`config.mk`:
```
export PLATFORM = sky130hd
export DESIGN_NAME = mem_port_arbiter
export DESIGN_NICKNAME = d
export VERILOG_FILES = /design/src/rtl/rv32i_types.sv /design/src/rtl/mem_port_arbiter.sv
export SDC_FILE = /design/constraint.sdc
export NUM_CORES = 1
export LEC_CHECK = 0
export CAP_MARGIN = 20
export CORE_MARGIN = 2
export CORE_UTILIZATION = 30
export DETAILED_ROUTE_END_ITERATION = 12
export GPL_TIMING_DRIVEN = 0
export PLACE_DENSITY = 0.72
export SYNTH_ARGS = -nofsm -noshare
export SYNTH_HDL_FRONTEND = slang
export SYNTH_SLANG_ARGS = --single-unit
```
`constraint.sdc`:
```
create_clock -name clk -period 1.9 [get_ports clk]
set_input_delay 0.38 -clock clk [delete_from_list [all_inputs] [get_ports clk]]
set_output_delay 0.38 -clock clk [all_outputs]
set_load 0.01 [all_outputs]
```
`src/rtl/rv32i_types.sv`:
```
// Shared RV32I memory-interface types: bus widths, byte-mask type, arbiter owner encoding
// and the latched memory-request payload.
package rv32i_types;

    localparam int unsigned ADDR_W  = 32;
    localparam int unsigned DATA_W  = 32;
    localparam int unsigned WMASK_W = 4;

    typedef logic [WMASK_W-1:0] rv32i_mem_wmask;

    typedef enum logic [1:0] {
        own_none = 2'd0,
        own_i    = 2'd1,
        own_d    = 2'd2
    } arb_owner_t;

    typedef struct packed {
        logic              read;
        logic              write;
        logic [ADDR_W-1:0] addr;
        logic [DATA_W-1:0] wdata;
        rv32i_mem_wmask    wmask;
    } mem_req_t;

endpackage

```
`src/rtl/mem_port_arbiter.sv`:
```
// Shares one physical memory port between instruction fetch and data access.
// Data wins by default; a pending fetch is forced through after MAX_D_STREAK data grants.
module mem_port_arbiter
    import rv32i_types::*;
#(
    parameter int unsigned MAX_D_STREAK = 4
) (
    input  logic                clk,
    input  logic                rst_n,
    input  logic                i_read,
    input  logic [ADDR_W-1:0]   i_addr,
    output logic [DATA_W-1:0]   i_rdata,
    output logic                i_resp,
    input  logic                d_read,
    input  logic                d_write,
    input  logic [ADDR_W-1:0]   d_addr,
    input  logic [DATA_W-1:0]   d_wdata,
    input  logic [WMASK_W-1:0]  d_wmask,
    output logic [DATA_W-1:0]   d_rdata,
    output logic                d_resp,
    output logic                pmem_read,
    output logic                pmem_write,
    output logic [ADDR_W-1:0]   pmem_addr,
    output logic [DATA_W-1:0]   pmem_wdata,
    output logic [WMASK_W-1:0]  pmem_wmask,
    input  logic [DATA_W-1:0]   pmem_rdata,
    input  logic                pmem_resp,
    output arb_owner_t          owner
);

    typedef enum logic [1:0] {
        S_IDLE   = 2'd0,
        S_BUSY_I = 2'd1,
        S_BUSY_D = 2'd2
    } state_t;

    localparam int unsigned            STREAK_W   = 4;
    localparam logic [STREAK_W-1:0]    STREAK_MAX = STREAK_W'(MAX_D_STREAK);

    state_t               state, state_next;
    logic [STREAK_W-1:0]  streak, streak_next;
    mem_req_t             req, req_next;
    arb_owner_t           owner_next;
    logic                 d_req;
    logic                 grant_d;
    logic                 grant_i;

    // State, streak, latched request and owner registers
    always_ff @(posedge clk or negedge rst_n) begin
        if (!rst_n) begin
            state  <= S_IDLE;
            streak <= '0;
            req    <= '0;
            owner  <= own_none;
        end else begin
            state  <= state_next;
            streak <= streak_next;
            req    <= req_next;
            owner  <= owner_next;
        end
    end

    assign pmem_read  = req.read;
    assign pmem_write = req.write;
    assign pmem_addr  = req.addr;
    assign pmem_wdata = req.wdata;
    assign pmem_wmask = req.wmask;

    // Read data fans out to both sides; only the side pulsing resp consumes it
    assign i_rdata = pmem_rdata;
    assign d_rdata = pmem_rdata;

    // Arbitration, completion and streak bookkeeping
    always_comb begin
        state_next  = state;
        streak_next = streak;
        req_next    = req;
        owner_next  = own_none;
        i_resp      = 1'b0;
        d_resp      = 1'b0;
        d_req       = d_read | d_write;
        grant_d     = 1'b0;
        grant_i     = 1'b0;

        case (state)
            S_IDLE: begin
                grant_d = d_req && (!i_read || (streak < STREAK_MAX));
                grant_i = i_read && !grant_d;
                if (grant_d) begin
                    // Simultaneous read and write is serviced as a write
                    req_next.read  = !d_write;
                    req_next.write = d_write;
                    req_next.addr  = d_addr;
                    req_next.wdata = d_wdata;
                    req_next.wmask = d_wmask;
                    state_next     = S_BUSY_D;
                    if (!i_read) begin
                        streak_next = '0;
                    end else if (streak != STREAK_MAX) begin
                        streak_next = streak + STREAK_W'(1);
                    end
                end else if (grant_i) begin
                    req_next.read  = 1'b1;
                    req_next.write = 1'b0;
                    req_next.addr  = i_addr;
                    req_next.wdata = '0;
                    req_next.wmask = {WMASK_W{1'b1}};
                    state_next     = S_BUSY_I;
                    streak_next    = '0;
                end
            end
            S_BUSY_I: begin
                if (pmem_resp) begin
                    i_resp         = 1'b1;
                    req_next.read  = 1'b0;
                    req_next.write = 1'b0;
                    state_next     = S_IDLE;
                end
            end
            S_BUSY_D: begin
                if (pmem_resp) begin
                    d_resp         = 1'b1;
                    req_next.read  = 1'b0;
                    req_next.write = 1'b0;
                    state_next     = S_IDLE;
                end
            end
            default: begin
                state_next = S_IDLE;
            end
        endcase

        case (state_next)
            S_BUSY_I: owner_next = own_i;
            S_BUSY_D: owner_next = own_d;
            default:  owner_next = own_none;
        endcase
    end

endmodule

```
Word level (Yosys, flattened, before mapping)
Index checks and enable logic that the tools add are counted.
{ "totals": {"reg_bits": 78, "latchBits": 0, "ramBits": 0, "romBits": 0, "inputBits": 138, "output_inout_bits": 138, "wordCells": 48, "memories": 0} }
{ "classes": {"n_addsub": 1, "multipliers": 0, "n_div": 0, "n_lt_le_gt_ge": 1, "n_eq_ne": 8, "shift": 0, "n_mux": 16, "bitwise": 1, "n_reduce_logical": 13} }
{ "ops": {"columns": ["op", "count"], "rows": [
  ["$mux W70", 2],
  ["$mux W4", 4],
  ["$pmux W2 S2", 3],
  ["$mux W2", 4],
  ["$reduce_and A3 Y1", 2],
  ["$add A4 B1 Y4 const B", 1],
  ["$eq A2 B1 Y1 const B", 2],
  ["$eq A2 B2 Y1 const B", 2],
  ["$lt A4 B3 Y1 const B", 1],
  ["$ne A4 B3 Y1 const B", 1],
  ["$reduce_bool A2 Y1", 2],
  ["$logic_not A1 Y1", 3],
  ["$mux W1", 3],
  ["$ne A3 B2 Y1 const B", 1],
  ["$ne A3 B3 Y1 const B", 1],
  ["$logic_and A1 B1 Y1", 2],
  ["$logic_not A2 Y1", 1],
  ["$ne A2 B1 Y1 const B", 1],
  ["$reduce_and A2 Y1", 1],
  ["$reduce_or A2 Y1", 1],
  ["$logic_or A1 B1 Y1", 1],
  ["$or A1 B1 Y1", 1]
]} }

Depth between registers and ports, before layout
Gate-level depths: netlist of run 1.
{ "logic_depth": {"ltp_word": 10, "depth_mapped": 7, "depth_no_buf": 5} }

Worst setup path before layout of run 1
Ideal clock, no wire load.
{ "synth_timing": {"path_kind": "register to register", "from": "reg state[0]", "to": "reg owner[0]", "setup_ns": 0.111, "arrival_ns": 1.507, "path_slack_ns": 0.282, "path_stages_with_launch": 6, "period_less_slack_ns": 1.618, "path_cell_list": "dfrtp_1 inv_1 ha_1 nor2b_1 o21ai_0 a2111oi_2"} }
{ "synth_between": {"elab_chain_cells": 5, "word_cells_on_any_way": 11} }
{ "synth_lines": {"columns": ["element", "line_no", "rtl"], "rows": [
  ["start: declaration", "mem_port_arbiter.sv:40", "state_t state, state_next;"],
  ["start signal: assignment", "mem_port_arbiter.sv:56", "state <= state_next;"],
  ["$eq A2 B2 Y1 (tied with other cells)", "mem_port_arbiter.sv:85", "case (state)"],
  ["$reduce_or A2 Y1 (no source line) / $mux W2 (equally long branches)", null, null],
  ["$pmux W2 S2 *", "mem_port_arbiter.sv:85", null],
  ["$eq A2 B2 Y1 / $eq A2 B1 Y1 (equally long branches)", "mem_port_arbiter.sv:133", "case (state_next)"],
  ["$pmux W2 S2 *", "mem_port_arbiter.sv:133", null],
  ["via owner_next[0]", "mem_port_arbiter.sv:43", "arb_owner_t owner_next;"],
  ["end signal: assignment", "mem_port_arbiter.sv:54", "owner <= own_none;"],
  ["end signal: assignment", "mem_port_arbiter.sv:59", "owner <= owner_next;"],
  ["end: declaration", "mem_port_arbiter.sv:28", "output arb_owner_t owner"]
]} }
Mark *: on every way through the listed nets, which the timed path passes. The rest lies on a longest branch.
A chain may end at the register's enable or synchronous reset.

Worst setup path after layout of run 1
{ "layout_timing": {"from": "reg state[0]", "to": "reg req (netlist bit pmem_write)"} }
{ "layout_between": {"elab_chain_cells": 4, "word_cells_on_any_way": 9} }
{ "layout_lines": {"columns": ["element", "line_no", "rtl"], "rows": [
  ["$eq A2 B2 Y1 / $eq A2 B1 Y1 (equally long branches)", "mem_port_arbiter.sv:85", null],
  ["$reduce_or A2 Y1 (no source line)", null, null],
  ["$ne A2 B1 Y1 (no source line) / $reduce_bool A2 Y1 (equally long branches)", null, null],
  ["$reduce_and A3 Y1 (no source line)", null, null],
  ["end signal: assignment", "mem_port_arbiter.sv:58", "req <= req_next;"],
  ["end: declaration", "mem_port_arbiter.sv:42", "mem_req_t req, req_next;"]
]} }
Parallel ways exist; a longest one is shown, timed or not.

==> summary.md, run 1 <==
| Metric | Value |
|---|---|
| Simple-Gate Fraction of Synth Area | `5.988%` |
| RSZ-0062 raised after global routing | `true` |
| Area growth from synthesis to layout | `76.05%` |
| Status | `finished clean` |
| Vias in the first global route | `4031` |
| Clk slew on worst S/H paths | `0.06 ns` |
| Detailed Route Iter0 Violations | `170` |
| Total gr overflow | `0` |
| Switch Pwr | `3.201 mW` |
| Final wirelength | `13.33 mm` |
| Initial core utilization | `30.84%` |
| CTS H-tree lvls | `3` |
| Number of inserted diodes | `0` |
| Synth Area in XOR/XNOR | `0%` |
| Gate power share | `52.0%` |
| Part of the power in the clock network | `16.5%` |
| Die height | `118.1 um` |
| Synth top area share | `49.95%` |
| Worst Hold Class | `input pin to register` |
| Sw Share | `34.76%` |
| Final Cell Area | `0.006879 mm2` |
| PortBufs | `242` |
| Synth area leaders | `dfrtp_1 (50%), buf_4 (12%), a22o_1 (7.4%), a31oi_1 (5.1%), a21oi_1 (4.6%)` |
| Tmin final | `1.810 ns` |
| Dpl ws | `-0.6366 ns` |
| Crit start category | `register` |
| Final cell utilization of the core | `54.29%` |
| Most numerous cell in the Yosys netlist | `dfrtp_1` |
| # Post-CTS Setup Buffers | `0` |
| WP data arrival | `2.02 ns` |
| Final period util | `95.27%` |
| Largest family of logic cells by synthesized area | `compound AO/OA/AOI/OAI gates` |
| Placed instance area | `0.006570 mm2` |
| Drt first pass iters | `5` |
| Final slew viol count | `0` |
| Layout fillers | `1129` |
| Mapped Area | `0.003907 mm2` |
| Share of layout cells above drive strength 1 | `16.43%` |
| Sequential share of the synthesized area | `49.95%` |
| Synth cell types | `32` |
| Bufs on Longest Clock Path | `2` |
| Total power | `9.207 mW` |
| DR vias | `3878` |
| Post-Syn Nets | `531` |
| Max Fclk | `0.5525 GHz` |
| Global Route Usage Sum | `19.08%` |
| Pwr dens | `1338 mW/mm2` |
| Cells after DPL | `802` |
| Most common flop cell mapped by yosys | `dfrtp_1` |
| Synth Instances | `387` |
| Initial antenna violation count | `1` |
| Die area | `0.01395 mm2` |
| Remaining DRCs | `0` |
| Worst VDD drop | `0.4790 mV` |
| Post-synthesis compound-gate area fraction | `25.46%` |
| Clock Skews | `0.005987 ns` |
| Commonest cells post-synth | `dfrtp_1 (78), buf_4 (65), a21oi_1 (36), o21ai_0 (36)` |
| First-pass GRT wire length | `21.22 mm` |
| Post-route ant nets | `0` |
| Final setup TNS | `0 ns` |
| Seq. cell area | `0.001953 mm2` |
| Kind of critical path | `register to register` |
| Worst-Skew Late Latency | `0.33 ns` |
| Multi-input gate area | `0.001325 mm2` |
| Worst Path Max Fanout | `10` |
| Post-synth ARST share | `100.0%` |
| Largest net degree at the start of global routing | `65` |
| WP data required | `2.11 ns` |
| Internal power | `6.006 mW` |
| Max Cap Violations | `0` |
| Yosys reg bits | `78` |
| Drt via density | `4.747` |
| Leak pwr | `2.901 nW` |
| Die width | `118.1 um` |
| Post-Syn Area per Cell | `10.10 um2` |
| Synth warn | `0` |
| CTS tree | `built` |
| GPL Wtd Cong | `0.8241` |
| Relative slew slack | `61.42%` |
| Cell taking the most area after synthesis | `dfrtp_1` |
| Root Driver | `clkbuf_16` |
| Setup violators final | `0` |
| Post-synthesis adder-cell area fraction | `1.921%` |
| Element type at the critical path end | `register` |
| Fin nets | `786` |
| Final setup margin | `0.08994 ns` |
| Wire length per cell | `16.32 um` |
| CTS buffer count | `9` |
| Sink Count | `78` |
| HPWL Detailed | `10.23 mm` |
| Mux cell area share after synthesis | `0%` |
| Hold_ws | `0.4187 ns` |
| Slew @ Worst Pin | `0.5787 ns` |
| IO Pins | `276` |
| Final count of hold timing violations | `0` |
| Placeable Area | `0.01267 mm2` |
| Post-Layout Cell Count | `817` |
| Post-synth EDFFs | `0` |
| Reg power frac | `31.4%` |
| Row count | `41` |
==> sequential cells by signal (all words and copies together), names as in the netlist <==
register / cells
pmem_addr: 32
pmem_write: 1
pmem_read: 1
owner: 2
streak: 4
state: 2
pmem_wmask: 4
pmem_wdata: 32
==> cell usage in the layout (no fill, tap or decap), types with 4 or more instances in the layout <==
cell type	count
ha_1	5
o21ai_0	36
buf_2	7
buf_4	68
a21oi_1	36
a31oi_1	32
o22a_1	4
nor2_1	32
clkbuf_16	9
nand2_1	5
a22o_1	33
dfrtp_1	77
clkbuf_1	12
inv_1	4
clkdlybuf4s50_1	237
buf_6	4
==> worst paths after layout <==
check	startpoint	endpoint	slack (ns)	cells after the start
max in group asynchronous	rst_n	state[0]$_DFF_PN0_	0.82	3
hold / removal	i_read	owner[0]$_DFF_PN0_	0.42	3
setup reg to reg	state[0]$_DFF_PN0_	pmem_write$_DFFE_PN0P_	0.09	6
hold reg to reg	pmem_wmask[3]$_DFFE_PN0P_	pmem_wmask[3]$_DFFE_PN0P_	0.49	1
setup / recovery	state[0]$_DFF_PN0_	pmem_write$_DFFE_PN0P_	0.09	6
min in group asynchronous	rst_n	pmem_wdata[12]$_DFFE_PN0P_	0.45	2
==> timing repair <==
action	4_1_cts	5_1_grt
pin swaps	0	0
hold buffers	1	0
gates resized for setup	13	15
endpoints found under the setup margin	74	72
gates cloned	0	0
hold endpoints to repair	14	0
==> power by group through the flow <==
stage / Clock (mW) / Sequential, mW / Combinational, mW
6_report: 1.52 / 2.89 / 4.79
5_1_grt: 1.63 / 3.00 / 5.21
4_1_cts: 1.57 / 2.90 / 4.82
3_5_place_dp: 0 / 2.92 / 4.75
3_3_place_gp: 0 / 2.89 / 4.66
2_1_floorplan: 0 / 3.23 / 1.91
==> cell type report <==
cell class / count / share of cell area (%)
multi-input cells: 211 / 19.26
clock buffers: 12 / 3.583
repair buffers: 244 / 35.70
well taps: 172 / 3.128
inverters: 4 / 0.2183
clock inverters: 2 / 0.1455
plain buffers: 94 / 9.567
flip-flops and latches: 78 / 28.39
==> cell families (layout without fill, tap and decap cells) <==
family | Yosys count | count (layout)
AO/OA/AOI/OAI | 154 | 154
buffers and inverters | 98 | 356
flip-flops | 78 | 78
AND/OR/NAND/NOR | 51 | 51
adder cells (fa/ha/maj) | 6 | 6
==> worst max-delay path, stage by stage, from the launching register on <==
cell and delay (ns):
dfrtp_2 0.45, inv_1 0.10, ha_2 0.24, clkbuf_4 0.20, nor2b_1 0.27, a211oi_1 0.14, a32o_1 0.29
==> per-layer routing <==
layer  wire length (um)  vias up  global-route usage [%]
li1                   -     1837                       -
met1               5140     1832                   22.25
met2               6730      200                   32.88
met3               1337        9                   7.074
met4                124        0                   5.120
met5                  0        -                       0
(Power assumes the default switching activity.)
==> run 2, diff against run 1 <==
CORE_MARGIN = 5   (was 2)
==> summary.md, run 2 (synthesis results as in run 1) <==
| Metric | Value |
|---|---|
| Root Driver | `clkbuf_16` |
| Total gr overflow | `0 (unchanged)` |
| Initial antenna violation count | `0 (-1)` |
| Final Cell Area | `0.006918 mm2 (+0.56%)` |
| Final wirelength | `14.03 mm (+5.2%)` |
| Largest net degree at the start of global routing | `51 (-22%)` |
| Bufs on Longest Clock Path | `2 (unchanged)` |
| Area growth from synthesis to layout | `77.04%` |
| Pwr dens | `1359 mW/mm2 (+1.5%)` |
| Drt via density | `4.779 (+0.69%)` |
| Sink Count | `78 (unchanged)` |
| Clk slew on worst S/H paths | `0.05 ns (about the same)` |
| Share of layout cells above drive strength 1 | `16.82% (+0.39 points)` |
| Leak pwr | `2.920 nW (+0.66%)` |
| Post-route ant nets | `0 (unchanged)` |
| Vias in the first global route | `4167 (+3.4%)` |
| Final period util | `96.31% (+1.0 points)` |
| Placed instance area | `0.006570 mm2 (unchanged)` |
| Cells after DPL | `802 (unchanged)` |
| Worst-Skew Late Latency | `0.33 ns (about the same)` |
| Worst Hold Class | `input pin to register` |
| Fin nets | `787 (+0.13%)` |
| CTS buffer count | `9 (unchanged)` |
| Remaining DRCs | `0 (unchanged)` |
| Max Cap Violations | `0 (unchanged)` |
| Tmin final | `1.830 ns (+0.01986 ns)` |
| WP data arrival | `2.04 ns (+0.02 ns)` |
| Commonest cells after routing, fill and taps aside | `clkdlybuf4s50_1 (238), dfrtp_1 (77), buf_4 (70)` |
| Global Route Usage Sum | `17.79% (-1.3 points)` |
| Sw Share | `34.73% (-0.035 points)` |
| Final setup margin | `0.07008 ns (-0.01986 ns)` |
| Switch Pwr | `3.265 mW (+2.0%)` |
| IO Pins | `276 (unchanged)` |
| Worst VDD drop | `0.6201 mV (+29%)` |
| Hold path endpoint | `owner[0]$_DFF_PN0_` |
| Max Fclk | `0.5465 GHz (-1.1%)` |
| Worst reg2reg path startpoint | `state[0]$_DFF_PN0_` |
| HPWL Detailed | `11.11 mm (+8.6%)` |
| Internal power | `6.137 mW (+2.2%)` |
| Number of inserted diodes | `0 (unchanged)` |
| Drt first pass iters | `4 (-1)` |
| Die height | `124.1 um (+5.1%)` |
| Gate power share | `51.1% (-0.9 points)` |
| CTS H-tree lvls | `3 (unchanged)` |
| Leading cell type in the layout, fill and taps excluded | `clkdlybuf4s50_1` |
| Clock Skews | `0.01061 ns (+0.004621 ns)` |
| Worst Reg-to-Reg Cells | `5 (-1)` |
| Final count of hold timing violations | `0 (unchanged)` |
| Final setup TNS | `0 ns (unchanged)` |
| Detailed Route Iter0 Violations | `203 (+19%)` |
| Status | `finished clean` |
| PortBufs | `242 (unchanged)` |
| Die width | `124.1 um (+5.1%)` |
| Placeable Area | `0.01267 mm2 (unchanged)` |
| Reg power frac | `30.9% (-0.5 points)` |
| DR vias | `3919 (+1.1%)` |
| Kind of critical path | `input pin to register` |
| Setup violators final | `0 (unchanged)` |
| Die area | `0.01541 mm2 (+10%)` |
| Row count | `41 (unchanged)` |
| Reg2Reg Capture Point | `owner[0]$_DFF_PN0_` |
| Relative slew slack | `69.67% (+8.3 points)` |
| Element type at the critical path end | `register` |
| Flop2flop setup slack | `0.11 ns (+0.02 ns)` |
| Slew @ Worst Pin | `0.4549 ns (-0.1238 ns)` |
| Part of the power in the clock network | `18.0% (+1.5 points)` |
| CTS tree | `built` |
| Total power | `9.402 mW (+2.1%)` |
| Layout fillers | `1132 (+0.27%)` |
| First-pass GRT wire length | `21.38 mm (+0.75%)` |
| Dpl ws | `-0.3740 ns (+0.2626 ns)` |
| WHS Path Cells | `3 (unchanged)` |
| Initial core utilization | `30.84% (unchanged)` |
| RSZ-0062 raised after global routing | `true` |
| Worst Hold Launch | `i_read` |
| Worst Path Max Fanout | `10 (unchanged)` |
| WP data required | `2.11 ns (about the same)` |
| Wire length per cell | `17.10 um (+4.8%)` |
| Post-Layout Cell Count | `820 (+0.37%)` |
| Hold_ws | `0.4262 ns (+0.007501 ns)` |
| GPL Wtd Cong | `0.8618 (+4.6%)` |
| Crit start category | `input pin` |
| Final slew viol count | `0 (unchanged)` |
| Final cell utilization of the core | `54.60% (+0.31 points)` |
run 2: cell count changes in the layout (fill, tap and decap cells not counted), sizes merged:
cell,delta
bufinv,+1
clkinvlp,+1
dlygate4sd2,-1
clkdlybuf4s50,+1
clkinv,+1
clkbuf,-3
buf,+3
run 2: what timing repair did:
item	CTS	global route
hold buffers	1	0
resized for setup	8	25
setup endpoints to repair	51	53
setup buffers	1	0
endpoints found under the hold margin	28	0
run 2: per-layer routing:
layer  global-route usage (%)  wire length [um]  vias to the layer above
li1                         -                 -                     1836
met1                    20.76              5259                     1881
met2                    30.00              6932                      191
met3                    7.039              1677                       11
met4                    5.681               155                        0
met5                        0                 0                        -
run 2: how the worst max path moves through the flow:
stage / from / end / depth (start not counted)
final: d_read / pmem_wdata[12]$_DFFE_PN0P_ / 7
after global routing: state[0]$_DFF_PN0_ / pmem_addr[17]$_DFFE_PN0P_ / 7
after CTS: d_write / pmem_addr[21]$_DFFE_PN0P_ / 5
after detailed placement: d_write / pmem_addr[23]$_DFFE_PN0P_ / 6
after global placement: rst_n / pmem_addr[11]$_DFFE_PN0P_ / 1
after floorplan: state[0]$_DFF_PN0_ / owner[0]$_DFF_PN0_ / 5
run 2: area by class of cell:
cell class / count / area (um2) / area share, %
timing repair buffer: 245 / 2465 / 35.63
sequential: 78 / 1953 / 28.23
multi-input combinational: 211 / 1314 / 18.99
buffer: 94 / 663.1 / 9.586
clock buffer: 11 / 232.7 / 3.364
tap: 172 / 215.2 / 3.111
clock inverter: 5 / 60.06 / 0.8682
inverter: 4 / 15.01 / 0.2170
run 2: power groups by stage:
stage,Sequential (mW),Combinational [mW],Clock [mW]
after floorplan,3.23,1.91,0
after detailed placement,2.94,4.77,0
after global routing,3.01,5.23,1.81
after CTS,2.91,4.83,1.74
final,2.91,4.80,1.69
after global placement,2.90,4.69,0
run 2: worst max-delay path, stage by stage:
cell and delay, ns:
clkdlybuf4s50_1 0.52, or2_0 0.25, buf_2 0.18, and3_4 0.20, buf_6 0.13, buf_6 0.14
a22o_1 0.23
==> run 3, diff against run 2 <==
DONT_BUFFER_PORTS = 1   (was not set)
GPL_ROUTABILITY_DRIVEN = 0   (was not set)
GPL_TIMING_DRIVEN = not set   (was 0)
PLACE_DENSITY = 0.45   (was 0.72)
==> summary.md, run 3 (synthesis results as in run 1) <==
| Metric | Value |
|---|---|
| Dpl ws | `0.09520 ns (+0.4692 ns)` |
| Setup violators final | `0 (unchanged)` |
| Row count | `41 (unchanged)` |
| Relative slew slack | `62.52% (-7.2 points)` |
| Worst VDD drop | `0.7070 mV (+14%)` |
| Final cell utilization of the core | `30.56% (-24 points)` |
| Total power | `7.221 mW (-23%)` |
| Detailed Route Iter0 Violations | `120 (-41%)` |
| Failing checks | `hold timing` |
| HPWL Detailed | `6.905 mm (-38%)` |
| Pwr dens | `1865 mW/mm2 (+37%)` |
| Commonest cells after routing, fill and taps aside | `dfrtp_1 (78), o21ai_0 (36), a21oi_1 (36)` |
| CP Depth | `5 (-2)` |
| IO Pins | `276 (unchanged)` |
| Vias in the first global route | `2824 (-32%)` |
| Placed instance area | `0.003595 mm2 (-45%)` |
| Leak pwr | `1.571 nW (-46%)` |
| Die width | `124.1 um (unchanged)` |
| Total gr overflow | `0 (unchanged)` |
| Worst Path Max Fanout | `6 (-4)` |
| Initial antenna violation count | `0 (unchanged)` |
| Share of layout cells above drive strength 1 | `8.861% (-8.0 points)` |
| Final Cell Area | `0.003872 mm2 (-44%)` |
| Die height | `124.1 um (unchanged)` |
| Crit start category | `register` |
| Post-Layout Cell Count | `488 (-40%)` |
| Final wirelength | `10.13 mm (-28%)` |
| Wire length per cell | `20.75 um (+21%)` |
| Bufs on Longest Clock Path | `2 (unchanged)` |
| CTS H-tree lvls | `3 (unchanged)` |
| Final count of hold timing violations | `78 (+78)` |
| Sink Count | `78 (unchanged)` |
| Drt first pass iters | `4 (unchanged)` |
| Worst Reg-to-Reg Cells | `5 (unchanged)` |
| Final period util | `90.42% (-5.9 points)` |
| Final slew viol count | `0 (unchanged)` |
| CTS buffer count | `9 (unchanged)` |
| Final setup margin | `0.1821 ns (+0.1120 ns)` |
| CP delay by family, top | `compound AO/OA/AOI/OAI gates` |
| Remaining DRCs | `0 (unchanged)` |
| Area growth from synthesis to layout | `-0.8967%` |
| CP peak stage delay | `0.42 ns (-0.10 ns)` |
| Clock Skews | `0.005136 ns (-0.005472 ns)` |
| Initial core utilization | `30.84% (unchanged)` |
| Clk slew on worst S/H paths | `0.06 ns (about the same)` |
| WP buf/inv | `1 (-3)` |
| Cells after DPL | `474 (-41%)` |
| Status | `finished with violations` |
| CTS tree | `built` |
| RSZ-0062 raised after global routing | `false` |
| Worst-Skew Late Latency | `0.34 ns (about the same)` |
| Die area | `0.01541 mm2 (unchanged)` |
| DR vias | `2681 (-32%)` |
| PortBufs | `0 (-100%)` |
| Slew @ Worst Pin | `0.5622 ns (+0.1073 ns)` |
| First-pass GRT wire length | `15.26 mm (-29%)` |
| WP data required | `2.12 ns (about the same)` |
| Post-route ant nets | `0 (unchanged)` |
| Placeable Area | `0.01267 mm2 (unchanged)` |
| Slowest cell on the critical path | `dfrtp_1` |
| Fin nets | `457 (-42%)` |
| Worst Hold Class | `input pin to async pin` |
| Max Fclk | `0.5821 GHz (+6.5%)` |
| Largest net degree at the start of global routing | `79 (+55%)` |
| Tmin final | `1.718 ns (-0.1120 ns)` |
| Kind of critical path | `register to register` |
| WP data arrival | `1.93 ns (-0.11 ns)` |
| CP Cell Sequence | `inv_1 -> ha_2 -> nor2b_2 -> o21ai_0 -> a2111oi_2` |
| Max Cap Violations | `0 (unchanged)` |
| Leading cell type in the layout, fill and taps excluded | `dfrtp_1` |
| Element type at the critical path end | `register` |
| Final setup TNS | `0 ns (unchanged)` |
| Hold_ws | `-0.2652 ns (-0.6914 ns)` |
| Number of inserted diodes | `0 (unchanged)` |
| # Post-CTS Setup Buffers | `0 (-1)` |
| Root Driver | `clkbuf_16` |
| Global Route Usage Sum | `13.16% (-4.6 points)` |
| Drt via density | `5.494 (+15%)` |
==> run 3: timing repair <==
action                                  in CTS  in global routing
endpoints found under the setup margin       0                 26
hold endpoints to repair                    78                 78
resized for setup                            0                  3
==> run 3: report_power, final <==
group          total (mW)  switching (mW)  internal, mW
Combinational        2.16            1.19         0.971
Sequential           3.42           0.964          2.46
Clock                1.63           0.632          1.00
Total                7.22            2.79          4.43
==> run 3: final timing paths <==
check / from / slack [ns] / to
worst max-delay path: state[1]$_DFF_PN0_ / 0.18 / owner[0]$_DFF_PN0_
worst min-delay path: rst_n / -0.27 / pmem_addr[6]$_DFFE_PN0P_
worst max register to register: state[1]$_DFF_PN0_ / 0.18 / owner[0]$_DFF_PN0_
worst min register to register: streak[0]$_DFFE_PN0P_ / 0.53 / streak[0]$_DFFE_PN0P_
max in group asynchronous: rst_n / 2.01 / pmem_wdata[9]$_DFFE_PN0P_
min in group clk: d_wdata[18] / 0.19 / pmem_wdata[18]$_DFFE_PN0P_
==> run 3: layer usage <==
metal	up-vias	track usage, %	part of all wire, %
met5	-	0	0
met4	0	6.776	2.4
met3	20	5.813	13
met2	156	21.08	46
met1	1335	14.83	39
li1	1170	-	-
==> run 3: cell type report <==
class / instances / area, um2
clock buffers: 12 / 236.5
inverters: 4 / 15.01
clock inverters: 2 / 35.03
repair buffers: 9 / 92.59
flip-flops and latches: 78 / 1952
well taps: 172 / 215.2
multi-input cells: 211 / 1326
fillers: 1316 / 8798
==> variant 1, RTL diff (config.mk and constraints of run 3) <==
Make the reset (`rst_n`) synchronous in one clocked block.
--- a/src/rtl/mem_port_arbiter.sv
+++ b/src/rtl/mem_port_arbiter.sv
@@ -48,3 +48,3 @@
     // State, streak, latched request and owner registers
-    always_ff @(posedge clk or negedge rst_n) begin
+    always_ff @(posedge clk) begin
         if (!rst_n) begin
Function: differs if rst_n is asserted again (counterexample within 4 cycles, from zero or initial values and one cycle with rst_n low); with rst_n held inactive, the same outputs for 4 cycles.
==> variant 1 against run 3 <==
Setup slack better by 0.014 ns; synthesized area is 1.8% lower; first-iteration DRC count is 70% higher; synthesized cell count is 21% higher; wire length is 10% higher; design area hardly changed; sequential cell count stayed put; largest cell class is now multi-input gates; highest routed layer unchanged.
Power is not compared: it rests on default switching activity, and its combinational part moved more than twofold at a synthesized area within 25%.
==> variant 1: results (changes against run 3) <==
Synth:
- The warning count from the yosys run came to 0 (unchanged).
- The sequential share of the synthesized area was 40.68% (-9.3 points).
- Counting instances in the post-synthesis netlist gives the leading cell types as sky130_fd_sc_hd__o21ai_0 (100), sky130_fd_sc_hd__dfxtp_1 (78), sky130_fd_sc_hd__buf_4 (70).
- The fraction of the mapped netlist area in compound gates was 27.87% (+2.4 points).
- The share of synthesized cell area in full adder, half adder and majority cells came to 1.956% (+0.034 points).
- The post-synthesis net count was 612 (+15%).
- The mux contribution to synthesized area is 0% (unchanged).
- The count of distinct cell types in the synthesized netlist is 36 (+13%).
- Yosys attributes the largest share of cell area to sky130_fd_sc_hd__dfxtp_1 (41%), sky130_fd_sc_hd__buf_4 (14%), sky130_fd_sc_hd__o21ai_0 (13%).
- The xor/xnor cell area share of the yosys netlist was 0% (unchanged).
- The async set-reset flop share out of synthesis came to 0% (-100 points).
- The per-instance average area after synthesis was 8.202 µm² (-19%).

Worst setup path:
- The longest individual stage delay on the worst path was 0.37 ns (-0.05 ns).
- The largest individual stage delay along the critical path comes from the cell sky130_fd_sc_hd__dfxtp_1.
- The arrival time of data at the critical path endpoint was 1.96 ns (+0.03 ns).
- The peak fanout along the critical path is 20 (+14).

Drt:
- The overall routed net length came to 11160 µm (+10%).
- The DRC marker count from the first detailed-route iteration is 204 (+70%).
- The first-pass iteration count of the detailed router was 5 (+1).
- The via total after detailed routing is 3024 (+13%).

Global routing:
- The overall track demand over capacity in global routing was 14.21% (+1.0 points).
- The number of global-route vias before repair is 2941 (+4.1%).
- The global-route wire length before repair is 16490 µm (+8.1%).
- The maximum number of pins on one net before global-route repair is 110 (+39%).
- The number of antenna violations at the first check in global routing is 0 (unchanged).

Clock tree:
- The total setup buffers inserted after CTS is 0 (unchanged).
- At the later pin of the worst-skew pair, clock insertion delay measures 0.33 ns.
- The total clock buffers created by CTS is 9 (unchanged).
- The cell at the root of the clock tree is sky130_fd_sc_hd__clkbuf_16.
- The count of H-tree levels built during CTS came to 3 (unchanged).
- The clock tree buffer depth is 2 (unchanged).
- The clock input transition at the sequential cells of the worst setup and hold paths is 0.06 ns (about the same).

Place:
- The number of I/O port buffers came to 0 (unchanged).
- The HPWL after detailed placement is 7279 µm (+5.4%).
- The cell total after placement is 542 (+14%).
- The placed standard-cell area is 3477 µm² (-3.3%).

Layout:
- The non-filler instance count after layout is 559 (+15%).
- The final antenna diode count is 0 (unchanged).
- The post-layout net count came to 526 (+15%).
- The ratio of cells with drive above 1 in the final layout came to 8.269% (-0.59 points).

Status:
- The run finished with clean final reports.

Timing:
- The final setup skew came to 0.006773 ns (+0.001637 ns).
- The slew at the pin closest to its max-slew limit is 0.5030 ns (-0.05921 ns).

Pwr:
- The switching component of the power is 1.161 mW.
- The worst-case IR drop observed on VDD is 0.3381 mV.
- The leakage power figure is 1.356 nW.

Min path:
- The min-delay analysis places its worst path in the category in -> reg.
## variant 1: changes by cell type after synthesis, moves of 7 or more
| cell | delta |
|---|---|
| sky130_fd_sc_hd__dfrtp_1 | -78 |
| sky130_fd_sc_hd__nand2_1 | +29 |
| sky130_fd_sc_hd__dfxtp_1 | +78 |
| sky130_fd_sc_hd__o21ai_0 | +64 |
| sky130_fd_sc_hd__nor2_1 | -31 |
| sky130_fd_sc_hd__a22o_1 | -33 |
| sky130_fd_sc_hd__buf_2 | +7 |
| sky130_fd_sc_hd__nand3_1 | +35 |
## variant 1: critical path: cells and delay by family (launching register included)
kind,cells,cell delay [ns]
buffers and inverters,2,0.35
DFF,1,0.37
and+or+nand+nor,1,0.37
AOI/OAI and AO/OA,1,0.30
adders and majority gates,1,0.23
## variant 1: path summary, 6_finish.rpt
kind / slack, ns / start / endpoint / cells after the start
hold reg to reg: 0.49 / streak[1] / streak[1] / 2
setup reg to reg: 0.20 / state[0] / pmem_wdata[24] / 5
hold / removal: 0.18 / d_wdata[28] / pmem_wdata[28] / 2
setup / recovery: 0.20 / state[0] / pmem_wdata[24] / 5
## variant 1: cell type report
type | instances | area [µm²]
Tap cell | 172 | 215.2
Clock inverter | 5 | 128.9
Inverter | 4 | 15.01
Fill cell | 1338 | 8697
Multi-Input combinational cell | 280 | 1580
Clock buffer | 11 | 252.7
Sequential cell | 78 | 1562
Timing Repair Buffer | 9 | 117.6
## variant 1: stage by stage
stage | utilization (%) | worst slack [ns]
floorplan | - | 0.2423
global placement | 27.67 | 0.1114
detailed placement | 27.67 | 0.04943
CTS | 30.70 | 0.02868
global route | 30.80 | 0.03776
finish | 30.80 | 0.1956
## variant 1: per-layer routing
layer	wire length (µm)	global-route usage, %	part of all wire [%]	up-vias
met1	4338	16.96	39	1416
met4	320	7.128	2.9	0
met3	1193	6.176	11	40
li1	-	-	-	1429
met2	5312	21.76	48	139
met5	0	0	0	-
## variant 1: power by group through the flow
| stage | logic [mW] | registers (mW) | clock network (mW) |
|---|---|---|---|
| floorplan | 0.546 | 1.99 | 0 |
| global placement | 0.459 | 2.04 | 0 |
| detailed placement | 0.469 | 2.04 | 0 |
| CTS | 0.472 | 2.00 | 2.24 |
| global route | 0.546 | 2.02 | 2.32 |
| finish | 0.474 | 2.00 | 2.17 |
## variant 1: cells by family after synthesis
logic type | Yosys count
AND/OR/NAND/NOR | 85
AO/OA/AOI/OAI | 188
adder cells (fa/ha/maj) | 6
flip-flops | 78
buffers and inverters | 111
## variant 1: repair_timing
action	in CTS	in global routing
hold buffers	0	0
gates resized for setup	0	1
setup endpoints to repair	0	7
==> variant 2, RTL diff (settings of run 3) <==
Without the edit above. `ADDR_W`: 32 -> 24.
--- a/src/rtl/rv32i_types.sv
+++ b/src/rtl/rv32i_types.sv
@@ -4,3 +4,3 @@
 
-    localparam int unsigned ADDR_W  = 32;
+    localparam int unsigned ADDR_W  = 24;
     localparam int unsigned DATA_W  = 32;
Interface: changed (resized d_addr, i_addr and pmem_addr); port bits go from 276 to 252. No check against the original RTL was run, so the function may have changed too.
==> variant 2 against run 3 <==
The flow still finishes with violations (negative hold slack); design area down 9.8%; synthesized area decreased by 10%; setup slack worse by 0.052 ns; total power down 6.8%; wire length decreased by 11%; clock power grew 9%; clock skew up 0.00090 ns; sequential cell count down 8; core utilization about the same; largest power group unchanged; highest routed layer unchanged.
==> variant 2: results (changes against run 3) <==
Layout:
- The multi-input gate share of the layout cell area is 32.44% (-1.8 points).
- The non-filler instance count after layout is 421 (-14%).
- The number of ordinary and repair buffers in the finished layout is 11 (+2).
- The clock network contribution to total cell area was 9.166% (+2.2 points).

Timing:
- The final setup skew is 0.006034 ns (+0.0008983 ns).
- The total count of hold-check failures in the final report is 70 (-10%).
- The tightest slew margin relative to the limit was 43.94% (-19 points).
- The minimum hold slack is -0.2553 ns (+0.009880 ns).

Drt:
- The DRC marker count from the first detailed-route iteration was 78 (-35%).
- The met3 layer wire length in the routed design is 1002 µm (-21%).
- The routed wire length on met2 was 4035 µm (-13%).
- The final routed wire length divided by cell count came to 21.32 µm (+2.7%).

Global routing:
- The overall track demand over capacity in global routing is 12.72% (-0.44 points).
- The global-route wire length before repair came to 14040 µm (-8.0%).
- The met2 capacity usage during global routing is 19.13% (-2.0 points).
- The met1 usage in global routing came to 15.35% (+0.52 points).
- The fraction of met3 tracks used by global routing is 6.007% (+0.19 points).

Status:
- The flow ran to the end, but the final reports show violations.
- The checks that failed: negative hold slack.

Synth:
- The post-synthesis net count is 468 (-12%).
- The per-instance average area after synthesis is 10.30 µm² (+2.0%).
- Yosys attributes the largest share of cell area to sky130_fd_sc_hd__dfrtp_1 (50%), sky130_fd_sc_hd__buf_4 (14%), sky130_fd_sc_hd__a22o_1 (8.3%).
- After synthesis, the most frequently instantiated cells are sky130_fd_sc_hd__dfrtp_1 (70), sky130_fd_sc_hd__buf_4 (64), sky130_fd_sc_hd__a22o_1 (33).

Place:
- The cell total after placement came to 405 (-15%).
- The placed standard-cell area came to 3174 µm² (-12%).
- The HPWL after detailed placement is 6000 µm (-13%).

Worst setup path:
- The arrival time of data at the critical path endpoint is 1.99 ns (+0.06 ns).

Pwr:
- The highest ir drop seen on vdd came to 0.6339 mV (-10%).
- The power drawn by the sequential cells is 3.05 mW (-11%).
- The power consumed by combinational cells is 1.91 mW (-12%).
==> variant 2: critical path, cell delays in order, from the launching register on <==
cell and delay (ns):
sky130_fd_sc_hd__dfrtp_1 0.42, sky130_fd_sc_hd__inv_1 0.08, sky130_fd_sc_hd__ha_1 0.31, sky130_fd_sc_hd__nor2b_1 0.34, sky130_fd_sc_hd__o21ai_0 0.16, sky130_fd_sc_hd__a2111oi_2 0.35
==> variant 2: worst paths after layout <==
path	start	end	slack [ns]	cells past startpoint
max in group asynchronous	rst_n	streak[3]	2.05	0
min in group clk	d_wdata[8]	pmem_wdata[8]	0.19	1
hold / removal	rst_n	pmem_wdata[30]	-0.26	0
setup / recovery	state[1]	owner[0]	0.13	5
hold reg to reg	streak[3]	streak[3]	0.54	1
setup reg to reg	state[1]	owner[0]	0.13	5
